### src/rtl/hyper_pkg.sv
// HyperBus RX capture: shared types and constants.
// Imported by the capture controller and its RX word FIFO.
package hyper_pkg;

  localparam int unsigned HYPER_WORD_W = 16;

  typedef enum logic [1:0] {
    RX_IDLE,
    RX_LATENCY,
    RX_CAPTURE,
    RX_FLUSH
  } rx_state_e;

endpackage

### src/rtl/ddr_in.sv
// Single-bit DDR input lane: rising byte bit, then falling byte bit.
// The falling capture follows the rising one by half a cycle.
module ddr_in (
  input  logic clk_i,
  input  logic rst_ni,
  input  logic en_i,
  input  logic d_i,
  output logic q_pos_o,
  output logic q_neg_o
);

  logic pos_q, pos_d;
  logic neg_q, neg_d;
  logic en_dly_q, en_dly_d;

  // next-state: hold unless this half-cycle belongs to an enabled beat
  always_comb begin
    en_dly_d = en_i;
    pos_d    = en_i ? d_i : pos_q;
    neg_d    = en_dly_q ? d_i : neg_q;
  end

  // rising-edge sample and enable delay for the falling half
  always_ff @(posedge clk_i or negedge rst_ni) begin
    if (!rst_ni) begin
      pos_q    <= 1'b0;
      en_dly_q <= 1'b0;
    end else begin
      pos_q    <= pos_d;
      en_dly_q <= en_dly_d;
    end
  end

  // falling-edge sample of the same beat
  always_ff @(negedge clk_i or negedge rst_ni) begin
    if (!rst_ni) neg_q <= 1'b0;
    else         neg_q <= neg_d;
  end

  assign q_pos_o = pos_q;
  assign q_neg_o = neg_q;

endmodule

### src/rtl/hyper_rx_fifo.sv
// Synchronous RX word FIFO with flush.
// A pop frees a slot for a push in the same cycle even when full.
module hyper_rx_fifo
  import hyper_pkg::*;
#(
  parameter int unsigned DEPTH = 4
) (
  input  logic                    clk_i,
  input  logic                    rst_ni,
  input  logic                    flush_i,
  input  logic                    push_i,
  input  logic [HYPER_WORD_W-1:0] data_i,
  input  logic                    pop_i,
  output logic [HYPER_WORD_W-1:0] data_o,
  output logic                    empty_o,
  output logic                    full_o
);

  localparam int unsigned AW = $clog2(DEPTH);
  localparam logic [AW:0] ONE = 1;

  logic [AW:0] wptr_q, wptr_d;
  logic [AW:0] rptr_q, rptr_d;
  logic [HYPER_WORD_W-1:0] mem_q [DEPTH];
  logic do_pop, do_push;

  assign empty_o = (wptr_q == rptr_q);
  assign full_o  = (wptr_q[AW] != rptr_q[AW]) &&
                   (wptr_q[AW-1:0] == rptr_q[AW-1:0]);
  assign do_pop  = pop_i && !empty_o;
  assign do_push = push_i && (!full_o || do_pop);
  assign data_o  = empty_o ? '0 : mem_q[rptr_q[AW-1:0]];

  // pointer update, flush wins
  always_comb begin
    wptr_d = wptr_q;
    rptr_d = rptr_q;
    if (flush_i) begin
      wptr_d = '0;
      rptr_d = '0;
    end else begin
      if (do_push) wptr_d = wptr_q + ONE;
      if (do_pop)  rptr_d = rptr_q + ONE;
    end
  end

  // pointer registers
  always_ff @(posedge clk_i or negedge rst_ni) begin
    if (!rst_ni) begin
      wptr_q <= '0;
      rptr_q <= '0;
    end else begin
      wptr_q <= wptr_d;
      rptr_q <= rptr_d;
    end
  end

  // storage; contents are masked while empty so no reset needed
  always_ff @(posedge clk_i) begin
    if (do_push && !flush_i) mem_q[wptr_q[AW-1:0]] <= data_i;
  end

endmodule

### src/rtl/hyper_rx_capture_ctrl.sv
// HyperBus read capture: latency wait, gated DDR lanes, word packing.
// Packed words go through a small FIFO toward the RX channel.
module hyper_rx_capture_ctrl
  import hyper_pkg::*;
#(
  parameter int unsigned FIFO_DEPTH = 4,
  parameter int unsigned LEN_W      = 16,
  parameter int unsigned LAT_W      = 5
) (
  input  logic                    clk_i,
  input  logic                    rst_ni,
  input  logic                    start_i,
  input  logic [LEN_W-1:0]        burst_len_i,
  input  logic [LAT_W-1:0]        latency_i,
  input  logic                    abort_i,
  input  logic [7:0]              dq_i,
  output logic [HYPER_WORD_W-1:0] rx_data_o,
  output logic                    rx_valid_o,
  input  logic                    rx_ready_i,
  output logic                    busy_o,
  output logic                    done_o,
  output logic                    overflow_o
);

  rx_state_e        state_q, state_d;
  logic [LEN_W-1:0] len_q, len_d;
  logic [LAT_W-1:0] lat_q, lat_d;
  logic             en_q, en_d;
  logic             push_q, push_d;
  logic             done_q, done_d;
  logic             ovf_q, ovf_d;

  logic [7:0] pos_byte, neg_byte;
  logic       fifo_empty, fifo_full;
  logic       drop;

  for (genvar g = 0; g < 8; g++) begin : g_lane
    ddr_in u_lane (
      .clk_i   (clk_i),
      .rst_ni  (rst_ni),
      .en_i    (en_q),
      .d_i     (dq_i[g]),
      .q_pos_o (pos_byte[g]),
      .q_neg_o (neg_byte[g])
    );
  end

  hyper_rx_fifo #(
    .DEPTH (FIFO_DEPTH)
  ) u_fifo (
    .clk_i   (clk_i),
    .rst_ni  (rst_ni),
    .flush_i (abort_i),
    .push_i  (push_q),
    .data_i  ({pos_byte, neg_byte}),
    .pop_i   (rx_ready_i),
    .data_o  (rx_data_o),
    .empty_o (fifo_empty),
    .full_o  (fifo_full)
  );

  assign rx_valid_o = !fifo_empty;
  assign drop = push_q && fifo_full && !rx_ready_i && !abort_i;

  // sequencing: latency count, word count, push strobe, status
  always_comb begin
    state_d = state_q;
    len_d   = len_q;
    lat_d   = lat_q;
    push_d  = en_q;
    done_d  = 1'b0;
    ovf_d   = ovf_q;
    unique case (state_q)
      RX_IDLE: begin
        if (start_i) begin
          ovf_d = 1'b0;
          len_d = burst_len_i;
          lat_d = latency_i;
          if (burst_len_i == '0)    done_d  = 1'b1;
          else if (latency_i != '0) state_d = RX_LATENCY;
          else                      state_d = RX_CAPTURE;
        end
      end
      RX_LATENCY: begin
        if (lat_q == LAT_W'(1)) state_d = RX_CAPTURE;
        else                    lat_d   = lat_q - LAT_W'(1);
      end
      RX_CAPTURE: begin
        len_d = len_q - LEN_W'(1);
        if (len_q == LEN_W'(1)) state_d = RX_FLUSH;
      end
      RX_FLUSH: begin
        state_d = RX_IDLE;
        done_d  = 1'b1;
      end
    endcase
    if (drop) ovf_d = 1'b1;
    if (abort_i) begin
      state_d = RX_IDLE;
      push_d  = 1'b0;
      done_d  = 1'b0;
    end
    en_d = (state_d == RX_CAPTURE);
  end

  // FSM and registered outputs
  always_ff @(posedge clk_i or negedge rst_ni) begin
    if (!rst_ni) begin
      state_q <= RX_IDLE;
      len_q   <= '0;
      lat_q   <= '0;
      en_q    <= 1'b0;
      push_q  <= 1'b0;
      done_q  <= 1'b0;
      ovf_q   <= 1'b0;
    end else begin
      state_q <= state_d;
      len_q   <= len_d;
      lat_q   <= lat_d;
      en_q    <= en_d;
      push_q  <= push_d;
      done_q  <= done_d;
      ovf_q   <= ovf_d;
    end
  end

  assign busy_o     = (state_q != RX_IDLE);
  assign done_o     = done_q;
  assign overflow_o = ovf_q;

endmodule

### config.mk
export PLATFORM = sky130hd
export DESIGN_NAME = hyper_rx_capture_ctrl
export DESIGN_NICKNAME = d
export VERILOG_FILES = /design/src/rtl/hyper_pkg.sv /design/src/rtl/ddr_in.sv /design/src/rtl/hyper_rx_fifo.sv /design/src/rtl/hyper_rx_capture_ctrl.sv
export SDC_FILE = /design/constraint.sdc
export NUM_CORES = 1
export LEC_CHECK = 0
export ABC_AREA = 1
export BUFFER_PORTS_ARGS = -buffer_cell sky130_fd_sc_hd__buf_2
export CAP_MARGIN = 30
export CORE_MARGIN = 2
export CORE_UTILIZATION = 47
export CTS_CLUSTER_SIZE = 20
export DETAILED_ROUTE_END_ITERATION = 7
export PLACE_DENSITY = 0.78
export SYNTH_ARGS = -nofsm -noshare
export SYNTH_HDL_FRONTEND = slang
export SYNTH_SLANG_ARGS = --single-unit
### constraint.sdc
create_clock -name clk_i -period 3 [get_ports clk_i]
set_input_delay 0.6 -clock clk_i [delete_from_list [all_inputs] [get_ports clk_i]]
set_output_delay 0.6 -clock clk_i [all_outputs]
set_load 0.01 [all_outputs]
# --- After elaboration in Yosys (flattened, before gate mapping) ---
# Memories as Yosys holds them, arrays and structs flattened.
# Cells that the tools add are included.
op_classes:
  addsub: 4
  n_eq_ne: 11
  n_mux: 27
  reduce_logical: 25
op_table:
  columns: ["op", "count"]
  rows:
  - ["$mux 16", 2]
  - ["$pmux 16 s2", 1]
  - ["$eq 16x1->1 const B", 1]
  - ["$logic_not 16->1", 1]
  - ["$sub 16x1->16 const B", 1]
  - ["$reduce_bool 2->1", 7]
  - ["$mux 2", 6]
  - ["$mux 3", 4]
  - ["$mux 5", 2]
  - ["$pmux 5 s2", 1]
  - ["$mux 1", 9]
  - ["$pmux 2 s4", 1]
  - ["$logic_and 1x1->1", 7]
  - ["$add 3x1->3 const B", 2]
  - ["$eq 2x2->1 const B", 3]
  - ["$eq 5x1->1 const B", 1]
  - ["$reduce_bool 5->1", 1]
  - ["$sub 5x1->5 const B", 1]
  - ["$logic_not 1->1", 4]
  - ["$ne 2x2->1 const B", 2]
  - ["$reduce_and 2->1", 2]
  - ["$eq 3x3->1", 1]
  - ["$reduce_and 3->1", 1]
  - ["$eq 2x1->1 const B", 1]
  - ["other kinds (5)", 5]
totals:
  ff_bits: 50
  ram_bits: 64
  in_bits: 34
  output_inout_bits: 20
  n_memories: 1
mem_list:
  columns: ["memory", "depth", "word_bits", "rd", "rd_clocked_by_memory_dff", "wr", "line", "rtl"]
  rows:
  - ["u_fifo.mem_q", 4, 16, 1, 0, 1, "hyper_rx_fifo.sv:24", "logic [HYPER_WORD_W-1:0] mem_q [DEPTH];"]

# --- Depth between registers and ports, before layout ---
logic_depth:
  ltp_word: 8
  mapped_depth: 11
  depth_no_buf: 11

# --- Cells and area by module ---
# A second synthesis with hierarchy kept.
hier_totals:
  cells_unflattened: 593
  hier_area_um2: 5748.0
modules_own_cells:
  columns: ["module", "n_inst", "cells_per_inst", "area_each_um2"]
  rows:
  - ["hyper_rx_fifo", 1, 234, 3027.9]
  - ["hyper_rx_capture_ctrl", 1, 271, 1879.3]
  - ["ddr_in", 8, 11, 105.1]

==> out/metrics.yaml <==
cts:
  cts_buffer_depth: 2
  postCtsHoldBufs: 0
  cts_resized: 0
  cts_tree: "built"
  cts_post_setup_buffers_inserted: 0
  cts_buffers: 17
  clkSlewWorstSetupHoldPaths_ns: 0.06
  clk_latency_ns: 0.41
  clock-sinks: 114
  cts-root-buf: "clkbuf_16"
  htree_num_levels: 4
place:
  port_buffers: 53
  gp_congestion: 0.890
  dp.cells: 744
  place_ws_ns: 0.339
  place_area_um2: 5790
  hpwl_um: 7830
yosys:
  synth_cells: 559
  netlist_area_um2: 5350
  synth-async-reset-ratio_pct: 43.9
  seq_area_frac_synth_pct: 59.3
  yosys_warnings: 0
  avgSynthCellArea_um2: 9.57
  ys_types: 41
  synth_nets: 606
  synthFlopType: "edfxtp_1"
  synth_seq_cells: 114
  synth-edff-count: 64
worst_setup_path:
  critical_path_buf_inv_count: 0
  start_kind: "flop"
  worstPathCellList: "mux2_2"
  rrSetupSlack_ns: 0.35
  r2r-start: "g_lane[7].u_lane.en_dly_q"
  critical_path_class: "reg2reg"
  crit_path_max_incr_delay_ns: 0.58
  cp_slowest_cell: "dfrtp_1"
  cp_top_family: "flip-flops"
  critPathArrivalTime_ns: 1.37
  reg2reg_depth: 1
  crit_path_start: "g_lane[7].u_lane.en_dly_q"
  critPathRequiredTime_ns: 1.73
  crit_cells: 1
  r2r-end: "g_lane[0].u_lane.q_neg_o"
  critPathMaxFanout: 8
  critical_path.endpoint: "g_lane[0].u_lane.q_neg_o"
  end_kind: "flop"
power:
  ir_worst_vdd_mv: 0.510
  switchingPower_mw: 2.12
  power_frac_seq_pct: 40.8
  swShare_pct: 35.6
  combPwrFrac_pct: 26.1
  powerDensity_nw_per_um2: 937
  p_int_mw: 3.85
  power_frac_clock_pct: 33.1
  power_mw: 5.97
  cellLeakagePower_nw: 2.85
floorplanning:
  coreArea_um2: 11000
  row_count: 38
  die_x_um: 111
  ios: 54
  die_h_um: 111
  start_util_pct: 48.7
  die-area_um2: 12300
timing:
  max_slew_margin_pct: 57.9
  hold_viol: 0
  grt_setup_unrepaired: "no"
  maxSlewViolCount: 0
  setup_viol: 0
  tightest_slew_ns: 0.632
  setup_tns_ns: 0
  timing.final.ws_setup_ns: 0.352
  finalClockSkew_ns: 0.0256
  hold_ws_ns: 0.0986
global_route:
  antenna_found_initial: 1
  grtUsageTotal_pct: 20.1
  grt.overflow.total: 0
  grt_max_degree: 38
  grt_pass1_vias: 4189
  grt_pass1_wl_um: 19700
cells_and_area:
  design_area_um2: 6370
  finalNonFillerCells: 776
  layout-drive-gt1-share_pct: 19.3
  syn_to_final_growth_pct: 19.1
  fin_nets: 670
  n_antenna_cell: 0
  final_core_util_pct: 58.0
routing:
  drtPass1Iterations: 4
  num_vias: 4223
  drc_errors: 0
  viasPerCell: 5.44
  wl_per_cell_um: 15.4
  drt_wl_total_um: 12000
  drt_iter0_markers: 308
  final_antenna_net_count: 0
run_status:
  status: "finished, final reports clean"
flow_run:
  drv_cap: 0
min_path:
  min_path_type: "in2async"
final cells by class:
cell class | instances | area, um2
clock buffer | 17 | 425
clock inverter | 15 | 160
fill | 899 | 4610
inverter | 59 | 221
multi-input combinational | 367 | 1870
sequential | 114 | 3170
tap | 140 | 175
timing repair buffer | 64 | 348
placed cells by master, fill, tap and decap left out, drive strengths merged:
cell	Yosys	layout
o21a	1	1
nand3	16	16
or2	2	2
xnor2	3	3
a22o	2	2
a41oi	1	1
nand3b	1	1
inv	57	68
nand2	127	127
o211ai	2	2
nand4	2	2
clkinv	2	3
bufinv	0	1
nor3b	2	2
a21oi	9	9
xor2	1	1
buf	7	64
a22oi	1	1
nor3	4	4
a31oi	1	1
clkinvlp	0	2
clkbuf	12	17
o21ai	71	71
mux2	8	8
a21o	1	1
edfxtp	64	64
dfrtp	42	42
o32ai	1	1
o31ai	2	2
nor2	77	77
dfrtn	8	8
ha	13	13
o22ai	19	19
registers in the layout (all words and copies together) (netlist names):
register and count:
g_lane.u_lane.q_neg_o 8, u_fifo.wptr_q 3, state_q 2, len_q 16, overflow_o 1, g_lane.u_lane.en_dly_q 1, lat_q 5, done_o 1
g_lane.u_lane.q_pos_o 8, u_fifo.mem_q 64, u_fifo.rptr_q 3, en_q 1, push_q 1
power groups by stage:
stage	clock [mW]	sequential, mW	combinational, mW
finish	1.98	2.44	1.56
global route	2.07	2.48	1.77
CTS	2.00	2.43	1.56
detailed placement	0	2.45	1.55
global placement	0	2.42	1.49
floorplan	0	2.33	1.19
kinds of logic (layout without fill, tap and decap cells):
kind of cell,Yosys count,after routing,share of synthesized area [%]
AOI/OAI and AO/OA,111,111,11.7
xor gates and xnor gates,4,4,0.655
adders and majority gates,13,13,3.04
buffers and inverters,78,155,5.75
DFF,114,114,59.3
muxes,8,8,1.68
and+or+nand+nor,231,231,17.8
worst min path at each step:
stage / slack [ns] / endpoint / depth (start not counted) / start
2_1_floorplan: 0.30 / done_o / 0 / rst_ni
3_3_place_gp: 0.48 / overflow_o / 2 / overflow_o
3_5_place_dp: 0.50 / len_q[3] / 1 / len_q[3]
4_1_cts: 0.1 / g_lane[3].u_lane.q_pos_o / 1 / rst_ni
5_1_grt: 0.10 / g_lane[3].u_lane.q_pos_o / 1 / rst_ni
6_report: 0.1 / g_lane[6].u_lane.q_pos_o / 1 / rst_ni
per-layer routing:
metal / routed length, um / share of wire, % / track usage [%] / vias to the layer above
met5: 0 / 0 / 0 / -
li1: - / - / - / 2001
met1: 5000 / 42 / 23.9 / 2037
met3: 689 / 5.8 / 4.92 / 22
met4: 208 / 1.7 / 7.83 / 0
met2: 6080 / 51 / 35.3 / 163
Yosys cell counts (12+ instances only):
cell	n	area, um2
nand2_1	120	450
o21ai_0	58	290
ha_1	13	163
nand3_1	16	80.1
inv_1	51	191
o21ai_1	12	60.1
o22ai_1	19	119
nor2_1	74	278
clkbuf_1	12	45.0
edfxtp_1	64	1920
dfrtp_1	42	1050
Note: power is estimated with default switching activity, not from simulation.
